`config.mk`:
```
export PLATFORM = sky130hd
export DESIGN_NAME = mmio_monitor_flat
export DESIGN_NICKNAME = d
export VERILOG_FILES = /design/src/rtl/mmio_monitor_pkg.sv /design/src/rtl/mmio_monitor_if.sv /design/src/rtl/mmio_addr_decode.sv /design/src/rtl/mmio_monitor.sv /design/src/flat_wrapper.sv
export SDC_FILE = /design/constraint.sdc
export NUM_CORES = 1
export LEC_CHECK = 0
export BUFFER_PORTS_ARGS = -buffer_cell sky130_fd_sc_hd__buf_2
export CAP_MARGIN = 20
export CELL_PAD_IN_SITES_DETAIL_PLACEMENT = 2
export CELL_PAD_IN_SITES_GLOBAL_PLACEMENT = 2
export CORE_MARGIN = 4
export CORE_UTILIZATION = 15
export CTS_CLUSTER_SIZE = 16
export DETAILED_ROUTE_END_ITERATION = 16
export PLACE_DENSITY_LB_ADDON = 0.1
export SLEW_MARGIN = 20
export SYNTH_ARGS = -nofsm -noshare
export SYNTH_HDL_FRONTEND = slang
export SYNTH_SLANG_ARGS = --single-unit
```
`constraint.sdc`:
```
create_clock -name clk -period 2.1 [get_ports clk]
set_clock_uncertainty 0.1 [all_clocks]
set_input_delay 0.42 -clock clk [delete_from_list [all_inputs] [get_ports clk]]
set_output_delay 0.42 -clock clk [all_outputs]
set_load 0.02 [all_outputs]
```
`src/rtl/mmio_monitor_pkg.sv`:
```
// Shared types and address arithmetic for the MMIO monitor.
// The data and status addresses of each channel are computed here and nowhere else.
package mmio_monitor_pkg;

    typedef enum logic {
        ST_IDLE     = 1'b0,
        ST_REDIRECT = 1'b1
    } state_t;

    localparam logic [31:0] DEFAULT_BASE_ADDR = 32'hFFFF8000;
    localparam int unsigned CH_STRIDE         = 8;
    localparam int unsigned DATA_OFFSET       = 4;

    // Computed at 64 bits; callers truncate to their own address width (ADDR_W <= 64).
    function automatic logic [63:0] status_addr(input logic [63:0] base, input logic [31:0] ch);
        return base + 64'(ch) * 64'(CH_STRIDE);
    endfunction

    function automatic logic [63:0] data_addr(input logic [63:0] base, input logic [31:0] ch);
        return status_addr(base, ch) + 64'(DATA_OFFSET);
    endfunction

endpackage

```
`src/rtl/mmio_monitor_if.sv`:
```
// Processor-side access, sticky-flag clears and monitor outputs as one bundle.
// inValid qualifies inAddress in the same cycle; there is no backpressure, every cycle is consumed.
interface mmio_monitor_if #(
    parameter int NUM_CH = 4,
    parameter int ADDR_W = 32
);
    logic              inValid;
    logic [ADDR_W-1:0] inAddress;
    logic [NUM_CH-1:0] statusClear;
    logic              overrunClear;
    logic [ADDR_W-1:0] outAddress;
    logic [NUM_CH-1:0] status;
    logic              busy;
    logic              overrun;

    modport master (
        output inValid, inAddress, statusClear, overrunClear,
        input  outAddress, status, busy, overrun
    );

    modport slave (
        input  inValid, inAddress, statusClear, overrunClear,
        output outAddress, status, busy, overrun
    );
endinterface

```
`src/rtl/mmio_addr_decode.sv`:
```
// Compares a qualified address against every channel's data address and
// reports a one-hot hit vector plus its encoded channel index.
module mmio_addr_decode
    import mmio_monitor_pkg::*;
#(
    parameter int                NUM_CH    = 4,
    parameter int                ADDR_W    = 32,
    parameter logic [ADDR_W-1:0] BASE_ADDR = ADDR_W'(DEFAULT_BASE_ADDR),
    parameter int                IDX_W     = 2
) (
    input  logic              inValid,
    input  logic [ADDR_W-1:0] inAddress,
    output logic [NUM_CH-1:0] hit,
    output logic              hit_any,
    output logic [IDX_W-1:0]  hit_idx
);

    for (genvar i = 0; i < NUM_CH; i++) begin : g_cmp
        assign hit[i] = inValid && (inAddress == ADDR_W'(data_addr(64'(BASE_ADDR), 32'(i))));
    end

    assign hit_any = |hit;

    // Data addresses are distinct, so at most one bit of hit is set.
    always_comb begin
        hit_idx = '0;
        for (int i = 0; i < NUM_CH; i++) begin
            if (hit[i]) hit_idx = IDX_W'(i);
        end
    end

endmodule

```
`src/rtl/mmio_monitor.sv`:
```
// Watches processor accesses to per-channel data addresses and, on a hit,
// redirects the outgoing address to that channel's status word for HOLD_CYCLES cycles.
module mmio_monitor
    import mmio_monitor_pkg::*;
#(
    parameter int                NUM_CH      = 4,
    parameter int                ADDR_W      = 32,
    parameter logic [ADDR_W-1:0] BASE_ADDR   = ADDR_W'(DEFAULT_BASE_ADDR),
    parameter int                HOLD_CYCLES = 1
) (
    input  logic                clk,
    input  logic                reset,
    mmio_monitor_if.slave       bus,
    output state_t              dbg_state
);

    localparam int IDX_W = (NUM_CH > 1) ? $clog2(NUM_CH) : 1;
    localparam int CNT_W = (HOLD_CYCLES > 1) ? $clog2(HOLD_CYCLES) : 1;

    state_t            state_q;
    logic [IDX_W-1:0]  idx_q;
    logic [CNT_W-1:0]  cnt_q;
    logic [NUM_CH-1:0] status_q;
    logic              overrun_q;
    logic              busy_q;

    logic [NUM_CH-1:0] hit;
    logic              hit_any;
    logic [IDX_W-1:0]  hit_idx;
    logic [ADDR_W-1:0] redirect_addr;

    mmio_addr_decode #(
        .NUM_CH    (NUM_CH),
        .ADDR_W    (ADDR_W),
        .BASE_ADDR (BASE_ADDR),
        .IDX_W     (IDX_W)
    ) u_decode (
        .inValid   (bus.inValid),
        .inAddress (bus.inAddress),
        .hit       (hit),
        .hit_any   (hit_any),
        .hit_idx   (hit_idx)
    );

    always_ff @(posedge clk) begin
        if (reset) begin
            state_q   <= ST_IDLE;
            idx_q     <= '0;
            cnt_q     <= '0;
            status_q  <= '0;
            overrun_q <= 1'b0;
            busy_q    <= 1'b0;
        end else begin
            // A hit on the same edge as a clear keeps the flag set.
            status_q  <= (status_q & ~bus.statusClear) | hit;
            overrun_q <= (overrun_q & ~bus.overrunClear) | (hit_any && state_q == ST_REDIRECT);

            case (state_q)
                ST_IDLE: begin
                    if (hit_any) begin
                        state_q <= ST_REDIRECT;
                        busy_q  <= 1'b1;
                        idx_q   <= hit_idx;
                        cnt_q   <= CNT_W'(HOLD_CYCLES - 1);
                    end
                end
                ST_REDIRECT: begin
                    // Hits seen here only raise flags; the redirect is never extended.
                    if (cnt_q == '0) begin
                        state_q <= ST_IDLE;
                        busy_q  <= 1'b0;
                    end else begin
                        cnt_q <= cnt_q - 1'b1;
                    end
                end
                default: begin
                    state_q <= ST_IDLE;
                    busy_q  <= 1'b0;
                end
            endcase
        end
    end

    assign redirect_addr  = ADDR_W'(status_addr(64'(BASE_ADDR), 32'(idx_q)));
    assign bus.outAddress = (state_q == ST_REDIRECT) ? redirect_addr : bus.inAddress;
    assign bus.status     = status_q;
    assign bus.overrun    = overrun_q;
    assign bus.busy       = busy_q;
    assign dbg_state      = state_q;

endmodule

```
`src/flat_wrapper.sv`:
```
// flat-port wrapper written by rule: the top's interface ports become plain ports
module mmio_monitor_flat import mmio_monitor_pkg::*;
#(
    parameter int                NUM_CH      = 4,
    parameter int                ADDR_W      = 32,
    parameter logic [ADDR_W-1:0] BASE_ADDR   = ADDR_W'(DEFAULT_BASE_ADDR),
    parameter int                HOLD_CYCLES = 1
)
  (clk, reset, dbg_state, bus_inValid, bus_inAddress, bus_statusClear, bus_overrunClear, bus_outAddress, bus_status, bus_busy, bus_overrun);
  mmio_monitor_if #(.NUM_CH(NUM_CH), .ADDR_W(ADDR_W)) bus_i ();
  input  logic clk;
  input  logic reset;
  output state_t dbg_state;
  input wire logic [$bits(bus_i.inValid)-1:0] bus_inValid;
  input wire logic [$bits(bus_i.inAddress)-1:0] bus_inAddress;
  input wire logic [$bits(bus_i.statusClear)-1:0] bus_statusClear;
  input wire logic [$bits(bus_i.overrunClear)-1:0] bus_overrunClear;
  output wire logic [$bits(bus_i.outAddress)-1:0] bus_outAddress;
  output wire logic [$bits(bus_i.status)-1:0] bus_status;
  output wire logic [$bits(bus_i.busy)-1:0] bus_busy;
  output wire logic [$bits(bus_i.overrun)-1:0] bus_overrun;
  assign bus_i.inValid = bus_inValid;
  assign bus_i.inAddress = bus_inAddress;
  assign bus_i.statusClear = bus_statusClear;
  assign bus_i.overrunClear = bus_overrunClear;
  assign bus_outAddress = bus_i.outAddress;
  assign bus_status = bus_i.status;
  assign bus_busy = bus_i.busy;
  assign bus_overrun = bus_i.overrun;
  mmio_monitor #(.NUM_CH(NUM_CH), .ADDR_W(ADDR_W), .BASE_ADDR(BASE_ADDR), .HOLD_CYCLES(HOLD_CYCLES)) u_core (.clk(clk), .reset(reset), .bus(bus_i), .dbg_state(dbg_state));
endmodule
```
Yosys cells after proc, flatten, opt, wreduce, memory -nomap -nowiden
Cells that the tools add are included.

Register bits: 10. Input bits: 40. Output and inout port bits: 39. Word-level logic and storage cells: 42.

Add/sub/neg operators: 2. Equality and inequality tests: 6. Mux-type cells: 13. Bitwise gates (word level): 7. Reduce and logical (&&, ||, !) cells: 8.

Operator list (count): 32-bit == test (second input constant) (4); 32-bit by 5-bit adder with 32-bit output (first input constant) (1); 32-bit 2-to-1 mux (1); 1-bit 2-to-1 mux (7); 1-bit case mux with 2 select lines (3); 1-bit logical AND (5); 4-bit AND (1); 2-bit 2-to-1 mux (2); 4-bit inverter (1); 4-bit OR (1); 2-bit AND reduction (2); 4-bit OR reduction (1); 2-bit by 1-bit != test with 1-bit output (second input constant) (1); 2-bit != test (second input constant) (1); 1-bit inverter (2); 1-bit AND (1); 1-bit OR (1); 1-bit subtractor (second input constant) (1).

Longest topological paths before layout
Depth in word-level cells: 5. Depth in mapped cells: 4. Depth with buffers taken out: 4.

Cells and area by module
From an unflattened synthesis, not the netlist that was laid out.

Cells, all modules: 91. Area, all modules: 699.4 sq um.

Modules (own cells, without submodules): mmio_monitor (instances 1, cells an instance 71, area each 578.1 sq um, seq. area each 180.2 sq um); mmio_addr_decode (instances 1, cells an instance 20, area each 121.4 sq um, seq. area each 0.0 sq um).

Least setup slack after synthesis
Ideal clock, no wire load.

Path type: input-to-reg. From: input bus_inAddress[12]. To: register u_core.idx_q[0]. Library setup time: 119 ps. Arrival: 1668 ps. Required time: 1881 ps. Path slack: 213 ps. Cell stages on the path: 4. Path buffers: 0. Cell sequence: or4b_4 -> nor4_4 -> nand3b_2 -> mux2i_1.

Word-level cells in the longest chain between the ends: 5. Elaborated cells between the ends (all ways): 13. Classes of those cells: 4 x eq/ne; 3 x mux; 6 x reduce/logical.

Ends and longest elaborated chain: start, declared (RTL line flat_wrapper.sv:15) `input wire logic [$bits(bus_i.inAddress)-1:0] bus_inAddress;`; 32-bit == test (RTL line mmio_addr_decode.sv:19) `assign hit[i] = inValid && (inAddress == ADDR_W'(data_addr(64'(BASE_ADDR), 32'(i))));`; 1-bit logical AND (RTL line mmio_addr_decode.sv:19); 1-bit 2-to-1 mux (RTL line mmio_addr_decode.sv:28) `if (hit[i]) hit_idx = IDX_W'(i);`; 2-bit 2-to-1 mux (2 in a row) (RTL line mmio_addr_decode.sv:28); end signal, assigned (RTL line mmio_monitor.sv:63) `idx_q <= hit_idx;`; end, declared (RTL line mmio_monitor.sv:21) `logic [IDX_W-1:0] idx_q;`.

Several ways; a longest one is shown, not always the timed one. A chain may end at the register's enable or synchronous reset.

Worst setup path in the final report
From: register u_core.state_q, in the netlist u_core.dbg_state. To: output bus_outAddress[27].

Word-level cells in the longest chain between the ends: 1.

Ends and longest elaborated chain: start, declared (RTL line mmio_monitor.sv:20) `state_t state_q;`; start signal, assigned (RTL line mmio_monitor.sv:47) `state_q <= ST_IDLE;`; start signal, assigned (RTL line mmio_monitor.sv:61) `state_q <= ST_REDIRECT;`; start signal, assigned (RTL line mmio_monitor.sv:70) `state_q <= ST_IDLE;`; 32-bit 2-to-1 mux (RTL line mmio_monitor.sv:85) `assign bus.outAddress = (state_q == ST_REDIRECT) ? redirect_addr : bus.inAddress;`; end, declared (RTL line flat_wrapper.sv:18) `output wire logic [$bits(bus_i.outAddress)-1:0] bus_outAddress;`.

No other way between the ends.

==> insert_results.sql <==
INSERT INTO impl_metrics (metric_group, metric, value, unit) VALUES
('clocking', 'insertion_delay', '230', 'ps'),
('synthesis', 'yosysTopAreaCell', 'sky130_fd_sc_hd__dfxtp_1', ''),
('worst_setup_path', 'worst_ep_required_time', '1580', 'ps'),
('clocking', 'cts_buffers', '3', ''),
('worst_setup_path', 'reg2reg_setup_slack', '980', 'ps'),
('outcome', 'run_status', 'completed', ''),
('placement', 'gpl.final_weighted_congestion', '0.635', ''),
('worst_setup_path', 'worstPathMaxFanout', '34', ''),
('cells_and_area', 'share_of_layout_cells_above_drive_strength_1', '0.660', ''),
('synthesis', 'average_footprint_of_a_synthesized_cell', '8.37', 'um^2'),
('pwr', 'cellLeakagePower', '0.626', 'nW'),
('worst_setup_path', 'critical_path.reg2reg.startpoint', 'u_core.dbg_state', ''),
('worst_setup_path', 'crit_path_start', 'u_core.dbg_state', ''),
('synthesis', 'post_synth_instance_area', '694', 'um^2'),
('placement', 'detailedPlacementHpwl', '2520', 'um'),
('die', 'boundaryPins', '79', ''),
('sta', 'final-max-slew-violation-count', '0', ''),
('pwr', 'power_density', '444', 'mW/mm^2'),
('grt', 'initial_antenna_violation_count', '0', ''),
('sta', 'slew_headroom', '0.668', ''),
('grt', 'grt-ovfl-total', '0', ''),
('job', 'maxCapViolCount', '0', ''),
('route', 'drt_pass1_iterations', '4', ''),
('worst_setup_path', 'timing.setup.critical_path_class', 'reg -> out', ''),
('clocking', 'clock_tree.root_cell', 'sky130_fd_sc_hd__clkbuf_8', ''),
('sta', 'report.final.setup_viol', '0', ''),
('hold_path', 'hold_path.class', 'in -> reg', ''),
('die', 'design.core.area', '0.00441', 'mm^2'),
('clocking', 'htreeDepth', '1', ''),
('grt', 'maximum_number_of_pins_on_one_net_before_global_route_repair', '35', ''),
('clocking', 'clkTransAtPathRegs', '40', 'ps'),
('worst_setup_path', 'critPathCapture', 'bus_outAddress[27]', ''),
('grt', 'first_pass_grt_wire_length', '4860', 'um'),
('cells_and_area', 'layout.cells.most_common_list', 'sky130_fd_sc_hd__buf_2 (78), sky130_fd_sc_hd__or2_2 (17), sky130_fd_sc_hd__nor2b_1 (13)', ''),
('sta', 'tns', '0', 'ps'),
('cells_and_area', 'commonest_non_fill_non_tap_cell_in_the_layout', 'sky130_fd_sc_hd__buf_2', ''),
('die', 'fp.dieArea', '0.00578', 'mm^2'),
('clocking', 'post-cts-setup-buffer-count', '0', ''),
('die', 'starting_density_of_the_core', '0.157', ''),
('synthesis', 'fraction_of_the_yosys_area_taken_by_sequential_cells', '0.259', ''),
('synthesis', 'postSynthRegisterBits', '9', ''),
('clocking', 'tritoncts_num_sinks', '9', ''),
('sta', 'fin_crit_sh', '0.868', ''),
('worst_setup_path', 'rr_endpoint', 'u_core.bus.overrun', ''),
('pwr', 'worst_ir_drop_vdd', '0.000127', 'V'),
('sta', 'post-route-min-period', '1820', 'ps'),
('placement', 'dp_worst_slack', '94.1', 'ps'),
('clocking', 'clock_tree_from_tritoncts', 'done', ''),
('cells_and_area', 'antenna_cells_inserted', '0', ''),
('synthesis', 'syn-instance-count', '83', ''),
('synthesis', 'netlist.area_leader.share', '0.259', ''),
('synthesis', 'netlist_top_cells_area', 'sky130_fd_sc_hd__dfxtp_1 (26%), sky130_fd_sc_hd__or2_2 (15%), sky130_fd_sc_hd__nor2b_1 (12%)', ''),
('cells_and_area', 'fin_nets', '203', ''),
('worst_setup_path', 'startpoint_type_of_the_worst_setup_path', 'flop', ''),
('worst_setup_path', 'reg2regPathDepth', '3', ''),
('sta', 'grt_setup_unrepaired', 'false', ''),
('clocking', 'cts_resized', '0', ''),
('die', 'die_height', '76.0', 'um'),
('placement', 'number_of_buffers_inserted_by_port_buffering', '78', ''),
('grt', 'gr-usage-all-layers', '0.0994', ''),
('synthesis', 'synth.lib_cells_used.distinct', '21', ''),
('synthesis', 'synthesis.nets', '123', ''),
('grt', 'grt_pass1_vias', '1056', ''),
('worst_setup_path', 'critPathCaptureType', 'output port', ''),
('route', 'drt.antenna.violating_nets', '0', ''),
('route', 'routed_wire_length_per_instance', '13.6', 'um'),
('sta', 'setup_slack_after_layout', '276', 'ps'),
('clocking', 'ctsHoldBuffers', '0', ''),
('worst_setup_path', 'crit_arrival', '1300', 'ps'),
('die', 'row_count', '24', ''),
('route', 'dr_total_vias', '903', '');
power by group:
group	total (W)	internal, W	switching [W]
combinational	0.000159	0.0000723	0.0000867
clock	0.000198	0.000132	0.0000660
sequential	0.000171	0.000171	0.0000000000000575
kinds of logic (layout without fill, tap and decap cells):
kind of cell    count (synthesis)  count (layout)  share of synthesized area
buf+inv                         6              85                     0.0324
compound gates                  6               6                     0.0486
simple gates                   58              58                      0.598
flops                           9               9                      0.259
mux                             4               4                     0.0613
per-stage QoR:
stage	cell area (um^2)	cells	hold WS, ps	power, W
2_1_floorplan	694	83	348	0.000258
3_3_place_gp	1150	210	354	0.000333
3_5_place_dp	1150	210	365	0.000337
4_1_cts	1190	214	347	0.000541
5_1_grt	1190	214	355	0.000569
6_report	1190	214	350	0.000528
per-layer routing:
layer | vias up | GRT usage | routed length (um)
met2 | 44 | 0.193 | 1530
met5 | - | 0 | 0
met1 | 414 | 0.0921 | 997
li1 | 441 | - | -
met4 | 0 | 0.0214 | 23
met3 | 4 | 0.0461 | 343
Yosys cell counts:
master                       n
sky130_fd_sc_hd__nand4b_1    5
sky130_fd_sc_hd__or4b_4      1
sky130_fd_sc_hd__or4_4       1
sky130_fd_sc_hd__dfxtp_1     9
sky130_fd_sc_hd__nand3_1     2
sky130_fd_sc_hd__nor2_1      2
sky130_fd_sc_hd__nor3_1      2
sky130_fd_sc_hd__inv_1       1
sky130_fd_sc_hd__nor4_4      2
sky130_fd_sc_hd__a21oi_1     5
sky130_fd_sc_hd__nand2_1     1
sky130_fd_sc_hd__clkbuf_1    5
sky130_fd_sc_hd__nand4bb_1   1
sky130_fd_sc_hd__nand2b_1    8
sky130_fd_sc_hd__mux2_2      2
sky130_fd_sc_hd__or2_2      17
sky130_fd_sc_hd__mux2i_1     2
sky130_fd_sc_hd__nor2b_1    13
sky130_fd_sc_hd__nand3b_2    1
sky130_fd_sc_hd__nand4_1     2
sky130_fd_sc_hd__a32oi_1     1
worst min-delay path by stage:
| stage | slack (ps) | to | start | depth (start not counted) |
|---|---|---|---|---|
| final | 350 | u_core.bus.status[3] | bus_statusClear[3] | 3 |
| after global routing | 350 | u_core.bus.status[3] | bus_statusClear[3] | 3 |
| after CTS | 350 | u_core.bus.status[3] | bus_statusClear[3] | 3 |
| after detailed placement | 360 | u_core.bus.status[3] | u_core.bus.status[3] | 2 |
| after global placement | 350 | u_core.bus.status[1] | u_core.bus.status[1] | 2 |
| after floorplan | 350 | u_core.idx_q[0] | u_core.idx_q[0] | 2 |
worst max-delay path, cell delays in order (launching register included):
cell and delay (ps):
sky130_fd_sc_hd__dfxtp_1 340, sky130_fd_sc_hd__buf_4 240, sky130_fd_sc_hd__or2_2 330, sky130_fd_sc_hd__buf_2 160
flip-flops by register name, indices dropped and copies added, names as in the netlist:
register            cells
u_core.bus.overrun      1
u_core.bus.status       4
u_core.dbg_state        1
u_core.idx_q            2
u_core.bus.busy         1
area by class of cell:
type | instances | area, um^2
Clock buffer | 4 | 45.0
Multi-Input combinational cell | 68 | 492
Inverter | 1 | 3.75
Sequential cell | 9 | 180
Timing Repair Buffer | 80 | 405
Tap cell | 52 | 65.1
Fill cell | 543 | 3220
Power figures use the tool's default switching activity.
